<file path="src/rtl/uart_pkg.sv">
// Shared UART character constants and line-assembler state encodings.
// No logic; latency and backpressure are not applicable.
package uart_pkg;

    localparam logic [7:0] CHAR_LF = 8'h0A;
    localparam logic [7:0] CHAR_CR = 8'h0D;
    localparam logic [7:0] CHAR_BS = 8'h08;

    typedef enum logic {
        WST_RX  = 1'b0,
        WST_OVF = 1'b1
    } wst_t;

    typedef enum logic {
        OST_EMPTY = 1'b0,
        OST_FULL  = 1'b1
    } ost_t;

endpackage

</file>
<file path="src/rtl/uart_rise_det.sv">
// Rising-edge detector on the byte-receiver data-enable level; pulse is combinational
// from the registered previous level (0-cycle latency), no backpressure.
module uart_rise_det (
    input  logic CLK,
    input  logic RST,
    input  logic iCLR,
    input  logic iDE,
    output logic oRISE
);

    logic de_q;

    always_ff @(posedge CLK or posedge RST) begin
        if (RST) begin
            de_q <= 1'b0;
        end else if (iCLR) begin
            de_q <= 1'b0;
        end else begin
            de_q <= iDE;
        end
    end

    assign oRISE = iDE & ~de_q;

endmodule

</file>
<file path="src/rtl/uart_line_assembler.sv">
// Assembles UART characters into lines (backspace, CR drop, overflow) and commits them to a
// held output; 1-cycle commit latency; a line arriving while the output is unacked is dropped.
module uart_line_assembler
    import uart_pkg::*;
#(
    parameter int                    DATA_WIDTH = 8,
    parameter int                    DEPTH      = 16,
    parameter logic [DATA_WIDTH-1:0] TERM_CHAR  = CHAR_LF,
    parameter logic [DATA_WIDTH-1:0] BS_CHAR    = CHAR_BS,
    parameter logic [DATA_WIDTH-1:0] CR_CHAR    = CHAR_CR,
    parameter bit                    DROP_CR    = 1'b1,
    localparam int                   LEN_W      = $clog2(DEPTH + 1)
) (
    input  logic                        CLK,
    input  logic                        RST,
    input  logic                        iCLR,
    input  logic                        iDE,
    input  logic [DATA_WIDTH-1:0]       iDATA,
    output logic                        oLINE_VALID,
    input  logic                        iLINE_ACK,
    output logic [DATA_WIDTH*DEPTH-1:0] oLINE_DATA,
    output logic [LEN_W-1:0]            oLINE_LEN,
    output logic                        oLINE_OVF,
    output logic                        oDROP
);

    localparam logic [LEN_W-1:0] DEPTH_C = LEN_W'(DEPTH);

    logic                                 ev;
    wst_t                                 wst_q, wst_d;
    ost_t                                 ost_q, ost_d;
    logic [LEN_W-1:0]                     wcnt_q, wcnt_d;
    logic                                 wovf_q, wovf_d;
    logic                                 buf_we, commit, drop_set;
    logic [DEPTH-1:0][DATA_WIDTH-1:0]     wbuf_q;
    logic [DEPTH-1:0][DATA_WIDTH-1:0]     masked;
    logic [DEPTH-1:0][DATA_WIDTH-1:0]     line_q;

    uart_rise_det u_rise (
        .CLK   (CLK),
        .RST   (RST),
        .iCLR  (iCLR),
        .iDE   (iDE),
        .oRISE (ev)
    );

    always_comb begin
        wst_d    = wst_q;
        ost_d    = ost_q;
        wcnt_d   = wcnt_q;
        wovf_d   = wovf_q;
        buf_we   = 1'b0;
        commit   = 1'b0;
        drop_set = 1'b0;
        if (ev) begin
            if (iDATA == TERM_CHAR) begin
                wst_d  = WST_RX;
                wcnt_d = '0;
                wovf_d = 1'b0;
                if (ost_q == OST_EMPTY || iLINE_ACK) begin
                    commit = 1'b1;
                end else begin
                    drop_set = 1'b1;
                end
            end else if (wst_q == WST_RX) begin
                if (iDATA == BS_CHAR) begin
                    if (wcnt_q != '0) begin
                        wcnt_d = wcnt_q - LEN_W'(1);
                    end
                end else if (!(DROP_CR && iDATA == CR_CHAR)) begin
                    if (wcnt_q == DEPTH_C) begin
                        wovf_d = 1'b1;
                        wst_d  = WST_OVF;
                    end else begin
                        buf_we = 1'b1;
                        wcnt_d = wcnt_q + LEN_W'(1);
                    end
                end
            end
        end
        // A commit in the same cycle as an ack keeps the output full with the new line
        if (commit) begin
            ost_d = OST_FULL;
        end else if (ost_q == OST_FULL && iLINE_ACK) begin
            ost_d = OST_EMPTY;
        end
    end

    always_comb begin
        masked = '0;
        for (int i = 0; i < DEPTH; i++) begin
            if (LEN_W'(i) < wcnt_q) begin
                masked[i] = wbuf_q[i];
            end
        end
    end

    // Buffer contents beyond wcnt are never observed, so the array needs no reset
    always_ff @(posedge CLK) begin
        for (int i = 0; i < DEPTH; i++) begin
            if (buf_we && wcnt_q == LEN_W'(i)) begin
                wbuf_q[i] <= iDATA;
            end
        end
    end

    always_ff @(posedge CLK or posedge RST) begin
        if (RST) begin
            wst_q     <= WST_RX;
            ost_q     <= OST_EMPTY;
            wcnt_q    <= '0;
            wovf_q    <= 1'b0;
            line_q    <= '0;
            oLINE_LEN <= '0;
            oLINE_OVF <= 1'b0;
            oDROP     <= 1'b0;
        end else if (iCLR) begin
            wst_q     <= WST_RX;
            ost_q     <= OST_EMPTY;
            wcnt_q    <= '0;
            wovf_q    <= 1'b0;
            line_q    <= '0;
            oLINE_LEN <= '0;
            oLINE_OVF <= 1'b0;
            oDROP     <= 1'b0;
        end else begin
            wst_q  <= wst_d;
            ost_q  <= ost_d;
            wcnt_q <= wcnt_d;
            wovf_q <= wovf_d;
            oDROP  <= oDROP | drop_set;
            if (commit) begin
                line_q    <= masked;
                oLINE_LEN <= wcnt_q;
                oLINE_OVF <= wovf_q;
            end
        end
    end

    assign oLINE_VALID = (ost_q == OST_FULL);
    assign oLINE_DATA  = line_q;

endmodule
</file>
<file path="config.mk">
export PLATFORM = sky130hd
export DESIGN_NAME = uart_line_assembler
export DESIGN_NICKNAME = d
export VERILOG_FILES = /design/src/rtl/uart_pkg.sv /design/src/rtl/uart_rise_det.sv /design/src/rtl/uart_line_assembler.sv
export SDC_FILE = /design/constraint.sdc
export NUM_CORES = 1
export LEC_CHECK = 0
export BUFFER_PORTS_ARGS = -buffer_cell sky130_fd_sc_hd__buf_2
export CORE_UTILIZATION = 51
export DETAILED_ROUTE_END_ITERATION = 10
export GPL_TIMING_DRIVEN = 0
export HOLD_SLACK_MARGIN = 0.12
export PLACE_DENSITY = 0.74
export SETUP_SLACK_MARGIN = 0.5
export SLEW_MARGIN = 20
export SYNTH_ARGS = -nofsm -noshare
export SYNTH_HDL_FRONTEND = slang
export SYNTH_HIERARCHICAL = 1
export SYNTH_SLANG_ARGS = --single-unit
export TNS_END_PERCENT = 1
</file>
<file path="constraint.sdc">
create_clock -name CLK -period 4.2 [get_ports CLK]
set_input_delay 0.63 -clock CLK [delete_from_list [all_inputs] [get_ports CLK]]
set_output_delay 0.63 -clock CLK [all_outputs]
set_load 0.01 [all_outputs]
</file>
Word level (Yosys, flattened, before mapping)
Cells that the tools add are included.
{"block": "totals", "reg_bits": 272, "latch_bits": 0, "ram_bits": 0, "romBits": 0, "inputBits": 13, "output_inout_bits": 136, "word_cells": 174, "mem_count": 0}
{"block": "classes", "n_addsub": 2, "multipliers": 0, "div_mod_pow": 0, "magnitude_cmp": 16, "eq_ne": 25, "shifts": 0, "muxes": 61, "bitwise": 4, "n_reduce_logical": 26}
{"operator": "two-way mux 128 bit", "n": 2}
{"operator": "two-way mux 8 bit", "n": 16}
{"operator": "two-way mux 5 bit", "n": 10}
{"operator": "equality test 5 x 4 -> 1 bit (second input constant)", "n": 8}
{"operator": "< comparator 4 x 5 -> 1 bit (first input constant)", "n": 8}
{"operator": "two-way mux 1 bit", "n": 33}
{"operator": "equality test 8 x 4 -> 1 bit (second input constant)", "n": 3}
{"operator": "equality test 5 x 3 -> 1 bit (second input constant)", "n": 4}
{"operator": "< comparator 3 x 5 -> 1 bit (first input constant)", "n": 4}
{"operator": "logical AND 1 bit", "n": 17}
{"operator": "equality test 5 x 2 -> 1 bit (second input constant)", "n": 2}
{"operator": "< comparator 1 x 5 -> 1 bit (first input constant)", "n": 2}
{"operator": "< comparator 2 x 5 -> 1 bit (first input constant)", "n": 2}
{"operator": "AND reduction 5 bit", "n": 2}
{"operator": "!= test 4 bit (second input constant)", "n": 2}
{"operator": "!= test 3 bit (second input constant)", "n": 2}
{"operator": "nonzero test 3 bit", "n": 2}
{"operator": "adder 5 x 1 -> 5 bit (second input constant)", "n": 1}
{"operator": "equality test 5 x 1 -> 1 bit (second input constant)", "n": 1}
{"operator": "equality test 5 bit (second input constant)", "n": 1}
{"operator": "logical NOT 5 bit", "n": 1}
{"operator": "nonzero test 5 bit", "n": 1}
{"operator": "subtractor 5 x 1 -> 5 bit (second input constant)", "n": 1}
{"operator": "!= test 4 x 3 -> 1 bit (second input constant)", "n": 1}
{"operator": "6 further kinds", "n": 8}

Logic depth before layout (Yosys ltp)
Gate-level depths: netlist of run 1.
{"block": "logic_depth", "word_depth": 8, "ltp_mapped": 9, "ltp_nobuf": 7}

Modules after synthesis
The synthesis of run 1 kept the hierarchy.
{"module": "uart_line_assembler", "instances": 1, "cells_per_inst": 570, "area_per_inst_um2": 9575.4, "seq_area_each_um2": 7422.1}
{"module": "uart_rise_det", "instances": 1, "cells_per_inst": 4, "area_per_inst_um2": 56.3, "seq_area_each_um2": 25.0}

Worst setup path before layout of run 1
Ideal clock, no wire load.
{"block": "synth_timing", "path_type": "reg2reg", "from": "reg wcnt_q[1]", "to": "reg wcnt_q[2]", "setup_ps": 124, "t_arrival_ps": 2288, "required_ps": 4076, "slack_ps": 1788, "path_stages_with_launch": 10, "n_path_buf": 2, "synth_period_minus_slack_ps": 2412, "cell_sequence": "dfrtp_1 > clkbuf_1 > inv_1 > ha_1 > nand4bb_1 > o21ai_0 > a211o_1 > buf_2 > o311a_2 > a211o_1"}
{"block": "synth_via", "elab_chain_cells": 8, "word_cells_on_any_way": 15, "cone_classes": "add/sub (2); eq/ne (3); mux (8); reduce/logical (2)"}
{"element": "from (decl)", "line": "uart_line_assembler.sv:32", "rtl": "logic [LEN_W-1:0] wcnt_q, wcnt_d;"}
{"element": "from (signal assigned)", "line": "uart_line_assembler.sv:129", "rtl": "wcnt_q <= wcnt_d;"}
{"element": "adder 5 x 1 -> 5 bit", "line": "uart_line_assembler.sv:76", "rtl": "wcnt_d = wcnt_q + LEN_W'(1);"}
{"element": "two-way mux 5 bit", "line": "uart_line_assembler.sv:71", "rtl": "if (wcnt_q == DEPTH_C) begin"}
{"element": "two-way mux 5 bit", "line": "uart_line_assembler.sv:70", "rtl": "end else if (!(DROP_CR && iDATA == CR_CHAR)) begin"}
{"element": "two-way mux 5 bit", "line": "uart_line_assembler.sv:66", "rtl": "if (iDATA == BS_CHAR) begin"}
{"element": "two-way mux 5 bit", "line": "uart_line_assembler.sv:65", "rtl": "end else if (wst_q == WST_RX) begin"}
{"element": "two-way mux 5 bit", "line": "uart_line_assembler.sv:56", "rtl": "if (iDATA == TERM_CHAR) begin"}
{"element": "two-way mux 5 bit", "line": "uart_line_assembler.sv:55", "rtl": "if (ev) begin"}
{"element": "two-way mux 5 bit", "line": "uart_line_assembler.sv:117", "rtl": "end else if (iCLR) begin"}
Parallel ways exist; a longest one is shown, timed or not. The select of a mux whose other input is x is not followed.
A chain may end at the register's enable or synchronous reset.

Worst setup path after layout of run 1
Same ends and word-level chain as after synthesis.

==> results.md, run 1 <==
- Run status: complete, no violations
- Synth Flop Type: dfrtp_1
- Vias in the first global route: between 5000 and 6000
- Hold Fails Final Rpt: 0
- Cells resized by post-CTS repair: 0
- Critical path launch point type: flop
- Unrepaired setup endpoints after global routing: no
- Chip height: between 100 and 150 um
- Endpoints failing setup: 0
- Critical path launch point: wcnt_q[1]$_DFFE_PP0P_
- Slew @ Worst Pin: 0.861 ns
- Top cell type's share of synthesized area: 0.399
- TritonCTS clock tree: done
- Slew Limit Fails: 0
- Drt first pass iters: 4
- FF+latch count, synth: about 270
- Die area: 19400 um2
- Crit Path Category: reg2reg
- Sequential fraction of the synthesis area: 0.773
- DRC: 0
- CTS Sinks: roughly 270
- Fmax: ~0.34 GHz
- Total track usage: 0.233
- Initial Util: 0.529
- Worst-path clk slew: around 0.06 ns
- Final period util: 0.691
- Synth warn: 6
- # IOs: around 150
- Worst setup margin: between 1 and 1.5 ns
- Max Cap Viol: 0
- Routed wire length: 22000 um
- Worst endpoint required time: 4.61 ns
- Min Tclk post-route: roughly 2.9 ns
- Area of the mapped netlist: just under 10000 um2
- Root Driver: clkbuf_16
- Global-route wire length before repair: 34600 um
- Hold Path Class: in2reg
- Initial DRC count: roughly 340
- Crit path DAT: between 3 and 4 ns
- Setup TNS: 0 ns
- Average routed wire per standard cell: approximately 22 um
- Post-Syn Area per Cell: 16.8 um2
- Max-slew headroom: 0.423
- Ranking of synthesized cells by area: edfxtp_1, dfrtp_1, a22o_1
- Core Box Area: 18200 um2
- EDFF count, synth: around 130
- Power per Cell Area: 467 nW/um2
- DP HPWL: between 10000 and 15000 um
- Pre-CTS WS: about 0.96 ns
- Chip width: between 100 and 150 um
- Crit-path leading delay family: compound AO/OA/AOI/OAI gates
- Post-Syn Nets: 592
- Crit-path most repeated cell: a211o_1
- CTS Buf Count: 27
- GR Util met3: 0.0348
- Crit-path max FO: 10
- Crit path capture type: flop
- Worst path cell trace: clkbuf_1, inv_1, ha_1, nand4bb_1, o21ai_0, a211o_1, buf_2, o311a_2, a211o_1
- Clock latency on the worst-skew pair: about 0.52 ns
- Syn Inst Count: between 500 and 600
- R2r startpoint: wcnt_q[1]$_DFFE_PP0P_
- Routed vias/inst: about 5.8
- Placer Congestion: between 0.8 and 0.9
- Met2 usage: 0.387
- Grt ovf: 0
- CTS max path bufs: 3
- Antenna violations before repair: 0
- Input/output buffers: ~150
- CP max stage cell: dfrtp_1
- ANT nets after route: 0
- R2r setup slk: 1.30 ns
- # rows: 49
- Cell taking the most area after synthesis: edfxtp_1
- Hold wc startpoint: iCLR
- Post-route cell area: around 12000 um2
- Asr flop ratio synth: 0.529
- H-tree depth: 1
- # diodes: 0
- Largest net degree at the start of global routing: 38
- Final setup skew: 0.00786 ns
- Distinct cell type count after synthesis: 50
- Leakage power: between 0.005 and 0.006 uW
- # nets final: roughly 770
- Slowest stage delay, CP: about 0.41 ns
- Fraction of layout cells with a size suffix above 1: 0.287
- CP bufs+invs: 3
- Area grow syn2layout: 21.1%
- Grt peak-use layer: met2
- DP Area: ~11000 um2
- Setup bufs post-CTS: 0
- VDD IR max: a little over 300 uV
- Via count: 5822
- GR Util met1: 0.317
## flip-flops by register name, indices dropped and copies added, names as in the netlist
name and count:
oLINE_LEN 5, oLINE_DATA 128, oDROP 1, wovf_q 1
wcnt_q 5, oLINE_OVF 1, u_rise/de_q 1, wbuf_q 128
wst_q 1, oLINE_VALID 1
## path summary, 6_finish.rpt
path                       cells past startpoint                           to
max                                            9        wcnt_q[2]$_DFFE_PP0P_
min                                            2        u_rise/de_q$_DFF_PP0_
max reg2reg                                    9        wcnt_q[2]$_DFFE_PP0P_
min reg2reg                                    1  oLINE_DATA[123]$_DFFE_PP0P_
max in group asynchronous                      5   oLINE_DATA[11]$_DFFE_PP0P_
min in group asynchronous                      3        u_rise/de_q$_DFF_PP0_
## cells in the mapped netlist (3+ instances only)
cell type and count:
and2_1 7, a31oi_1 4, nor2_1 14, buf_2 5, nor2_2 6, a22o_1 131, nand2b_1 4, nor4_1 3
dfrtp_1 144, and3_1 6, a21oi_1 15, clkbuf_1 19, nor3_1 4, nand2_1 14, a211o_1 3, o211ai_1 4
edfxtp_1 128, nand3_1 5, inv_1 8, ha_1 5, o21ai_0 6
## metal layers
layer	part of all wire	vias to the layer above
met2	0.50	165
met5	0	-
li1	-	2620
met4	0.023	0
met3	0.048	42
met1	0.43	2995
## logic make-up after synthesis
group | after synthesis | share of synthesized area
AND/OR/NAND/NOR | 85 | 0.0526
flip-flops | 272 | 0.773
adder cells (fa/ha/maj) | 5 | 0.00650
AO/OA/AOI/OAI | 174 | 0.149
buffers and inverters | 34 | 0.0139
multiplexers | 4 | 0.00442
## report_power, final
part | internal, uW | switching, uW
logic | 43.0 | 148
registers | 2820 | 8.13
clock network | 1470 | 959
## layout make-up
cell class,count,area (um2)
plain buffers,26,104
clock buffers,39,782
clock inverters,10,125
fillers,1294,6550
inverters,8,33.8
multi-input cells,268,2050
flip-flops and latches,272,7450
well taps,229,287
repair buffers,153,831
## worst reg2reg max path, delay by kind of cell (launching register included)
family                   cells  cell delay, ns
buffers and inverters        3            0.80
AO/OA/AOI/OAI                4            1.10
flip-flops                   1            0.41
adder cells (fa/ha/maj)      1            0.32
AND/OR/NAND/NOR              1            0.17
## layout by cell type, fill, tap and decap left out, drive strengths merged, types with 2 or more instances in the layout
cell type  count
buf          159
dfrtp        144
a22o         131
edfxtp       128
clkbuf        58
nor2          20
a21oi         18
nand2         14
inv            8
and2           7
o21ai          7
and3           6
clkinv         6
nand3          5
ha             5
nand2b         4
nor3           4
a31oi          4
o211ai         4
a211o          3
nor4           3
bufinv         3
or4            3
or3            3
nor2b          3
nand4          2
mux2i          2
o311a          2
mux2           2
and3b          2
or2            2
## timing repair
action                     in CTS  in global routing
hold endpoints to repair        1                  0
setup endpoints to repair       0                  0
hold buffers                    1                  0
## stage by stage
step	instances	power, uW	hold slack, ns	util
after floorplan	574	2980	0.359	-
after global placement	951	3050	0.447	0.586
after detailed placement	955	3070	0.448	0.590
after CTS	1005	5470	0.313	0.640
after global routing	1005	5610	0.319	0.640
final	1005	5450	0.333	0.640
Note: power is estimated with default switching activity, not from simulation.
==> run 2: changes to the inputs <==
--- a/config.mk
+++ b/config.mk
@@ -6,11 +6,11 @@
 export NUM_CORES = 1
 export LEC_CHECK = 0
 export BUFFER_PORTS_ARGS = -buffer_cell sky130_fd_sc_hd__buf_2
-export CORE_UTILIZATION = 51
+export CORE_UTILIZATION = 56
 export DETAILED_ROUTE_END_ITERATION = 10
 export GPL_TIMING_DRIVEN = 0
 export HOLD_SLACK_MARGIN = 0.12
-export PLACE_DENSITY = 0.74
+export PLACE_DENSITY = 0.77
 export SETUP_SLACK_MARGIN = 0.5
 export SLEW_MARGIN = 20
 export SYNTH_ARGS = -nofsm -noshare
==> constraint.sdc (replaced) <==
create_clock -name CLK -period 2.9 [get_ports CLK]
set_input_delay 0.435 -clock CLK [delete_from_list [all_inputs] [get_ports CLK]]
set_output_delay 0.435 -clock CLK [all_outputs]
set_load 0.01 [all_outputs]
==> results.md, run 2 (synthesized netlist as in run 1, its figures left out) <==
- Run status: complete, no violations
- DRC: 0
- Drt first pass iters: 5
- VDD IR max: about 520 uV
- Slowest stage delay, CP: 0.50 ns
- # rows: between 40 and 50
- Worst path cell trace: clkbuf_8, clkinvlp_4, ha_4, nand4bb_1, o21ai_0, a211o_1, buf_2, or3_2, o211ai_1
- Crit-path max FO: 10
- Placer Congestion: between 0.8 and 0.9
- Fraction of layout cells with a size suffix above 1: 0.307
- Routed vias/inst: between 6 and 7
- Fillcell total: approximately 1100
- DP HPWL: between 10000 and 15000 um
- TritonCTS clock tree: done
- Initial DRC count: between 500 and 600
- H-tree depth: 1
- Chip height: about 130 um
- Final period util: 0.861
- Pre-CTS WS: -0.213 ns
- # nets final: around 780
- Clock latency on the worst-skew pair: between 0.5 and 0.6 ns
- Initial Util: 0.577
- Fmax: 0.400 GHz
- CTS Buf Count: 27
- Core Box Area: around 17000 um2
- Hold Worst Slack: 0.164 ns
- Slew Limit Fails: 0
- Max-slew headroom: 0.480
- Critical path launch point type: flop
- Chip width: around 130 um
- Antenna violations before repair: 0
- Max Cap Viol: 0
- Area grow syn2layout: 21.8%
- Total track usage: 0.254
- Crit path DAT: 2.91 ns
- Via count: 6038
- Vias in the first global route: 6092
- Slew @ Worst Pin: ~0.78 ns
- ANT nets after route: 0
- # IOs: about 150
- Unrepaired setup endpoints after global routing: yes
- CTS Sinks: 272
- Average routed wire per standard cell: approximately 22 um
- Worst endpoint required time: roughly 3.3 ns
- CP max stage cell: or3_2
- Commonest non-fill, non-tap cell in the layout: buf_2
- Die area: 17700 um2
- Worst-path clk slew: about 0.060 ns
- CTS max path bufs: 3
- # diodes: 0
- Final setup skew: approximately 0.009 ns
- Global-route wire length before repair: 34200 um
- Min Tclk post-route: ~2.5 ns
- Hold Fails Final Rpt: 0
- Crit path capture type: flop
- Routed wire length: 22100 um
- Commonest cells after routing, fill and taps aside: buf_2, dfrtp_1, a22o_1, edfxtp_1, clkbuf_16
- Largest net degree at the start of global routing: 38
- Power per Cell Area: around 660 nW/um2
- Input/output buffers: between 100 and 150
- Hold Path Class: in2reg
- Endpoints failing setup: 0
- Worst setup margin: 0.403 ns
- Leakage power: 0.00532 uW
- Grt ovf: 0
- Crit Path Category: reg2reg
- Root Driver: clkbuf_16
-- run 2: layout make-up --
| type | instances | area, um2 | share of cell area |
|---|---|---|---|
| Timing Repair Buffer | 160 | 886 | 0.0755 |
| Buffer | 26 | 126 | 0.0108 |
| Multi-Input combinational cell | 268 | 2090 | 0.178 |
| Sequential cell | 272 | 7450 | 0.635 |
| Inverter | 8 | 37.5 | 0.00320 |
| Tap cell | 220 | 275 | 0.0235 |
| Clock buffer | 37 | 763 | 0.0651 |
| Clock inverter | 12 | 109 | 0.00928 |
-- run 2: layer usage --
layer  global-route usage  routed length [um]  share of wire
met2                0.417               10900           0.49
met3               0.0335                1480          0.067
met1                0.355                9070           0.41
met4               0.0896                 652          0.030
met5                    0                   0              0
-- run 2: metrics by stage --
stage | setup TNS (ns) | utilization | cell area, um2 | power (uW) | std cells
6_report | 0 | 0.702 | 11700 | 7780 | 1003
5_1_grt | 0 | 0.702 | 11700 | 8000 | 1003
4_1_cts | 0 | 0.697 | 11600 | 7800 | 997
3_5_place_dp | -8.83 | 0.643 | 10700 | 4440 | 946
3_3_place_gp | -14.82 | 0.638 | 10700 | 4410 | 942
2_1_floorplan | 0 | - | 9640 | 4310 | 574
-- run 2: worst paths after layout --
check	start	endpoint	slack, ns	cells past startpoint
setup / recovery	wcnt_q[1]$_DFFE_PP0P_	wcnt_q[4]$_DFFE_PP0P_	0.40	9
hold / removal	iDE	u_rise/de_q$_DFF_PP0_	0.16	2
setup reg to reg	wcnt_q[1]$_DFFE_PP0P_	wcnt_q[4]$_DFFE_PP0P_	0.40	9
hold reg to reg	wbuf_q[72]$_DFFE_PP_	oLINE_DATA[72]$_DFFE_PP0P_	0.46	1
max in group asynchronous	RST	oLINE_DATA[84]$_DFFE_PP0P_	1.75	5
min in group asynchronous	RST	u_rise/de_q$_DFF_PP0_	0.32	3
-- run 2: timing repair --
action | 4_1_cts | 5_1_grt
hold buffers | 2 | 0
endpoints found under the setup margin | 85 | 241
setup buffers | 0 | 6
hold endpoints to repair | 11 | 0
resized for setup | 9 | 8
-- run 2: power by group --
group	leakage, uW	total (uW)	switching (uW)	internal, uW
Clock	0.000433	3380	1370	2010
Sequential	0.00316	4090	11.6	4080
Combinational	0.00172	310	226	84.3
Total	0.00532	7780	1610	6170
-- run 2: critical path, delay by kind of cell, from the launching register on --
kind | cells | cell delay, ns
fa+ha+maj | 1 | 0.20
compound gates | 3 | 0.62
flops | 1 | 0.41
buf+inv | 3 | 0.51
simple gates | 2 | 0.65
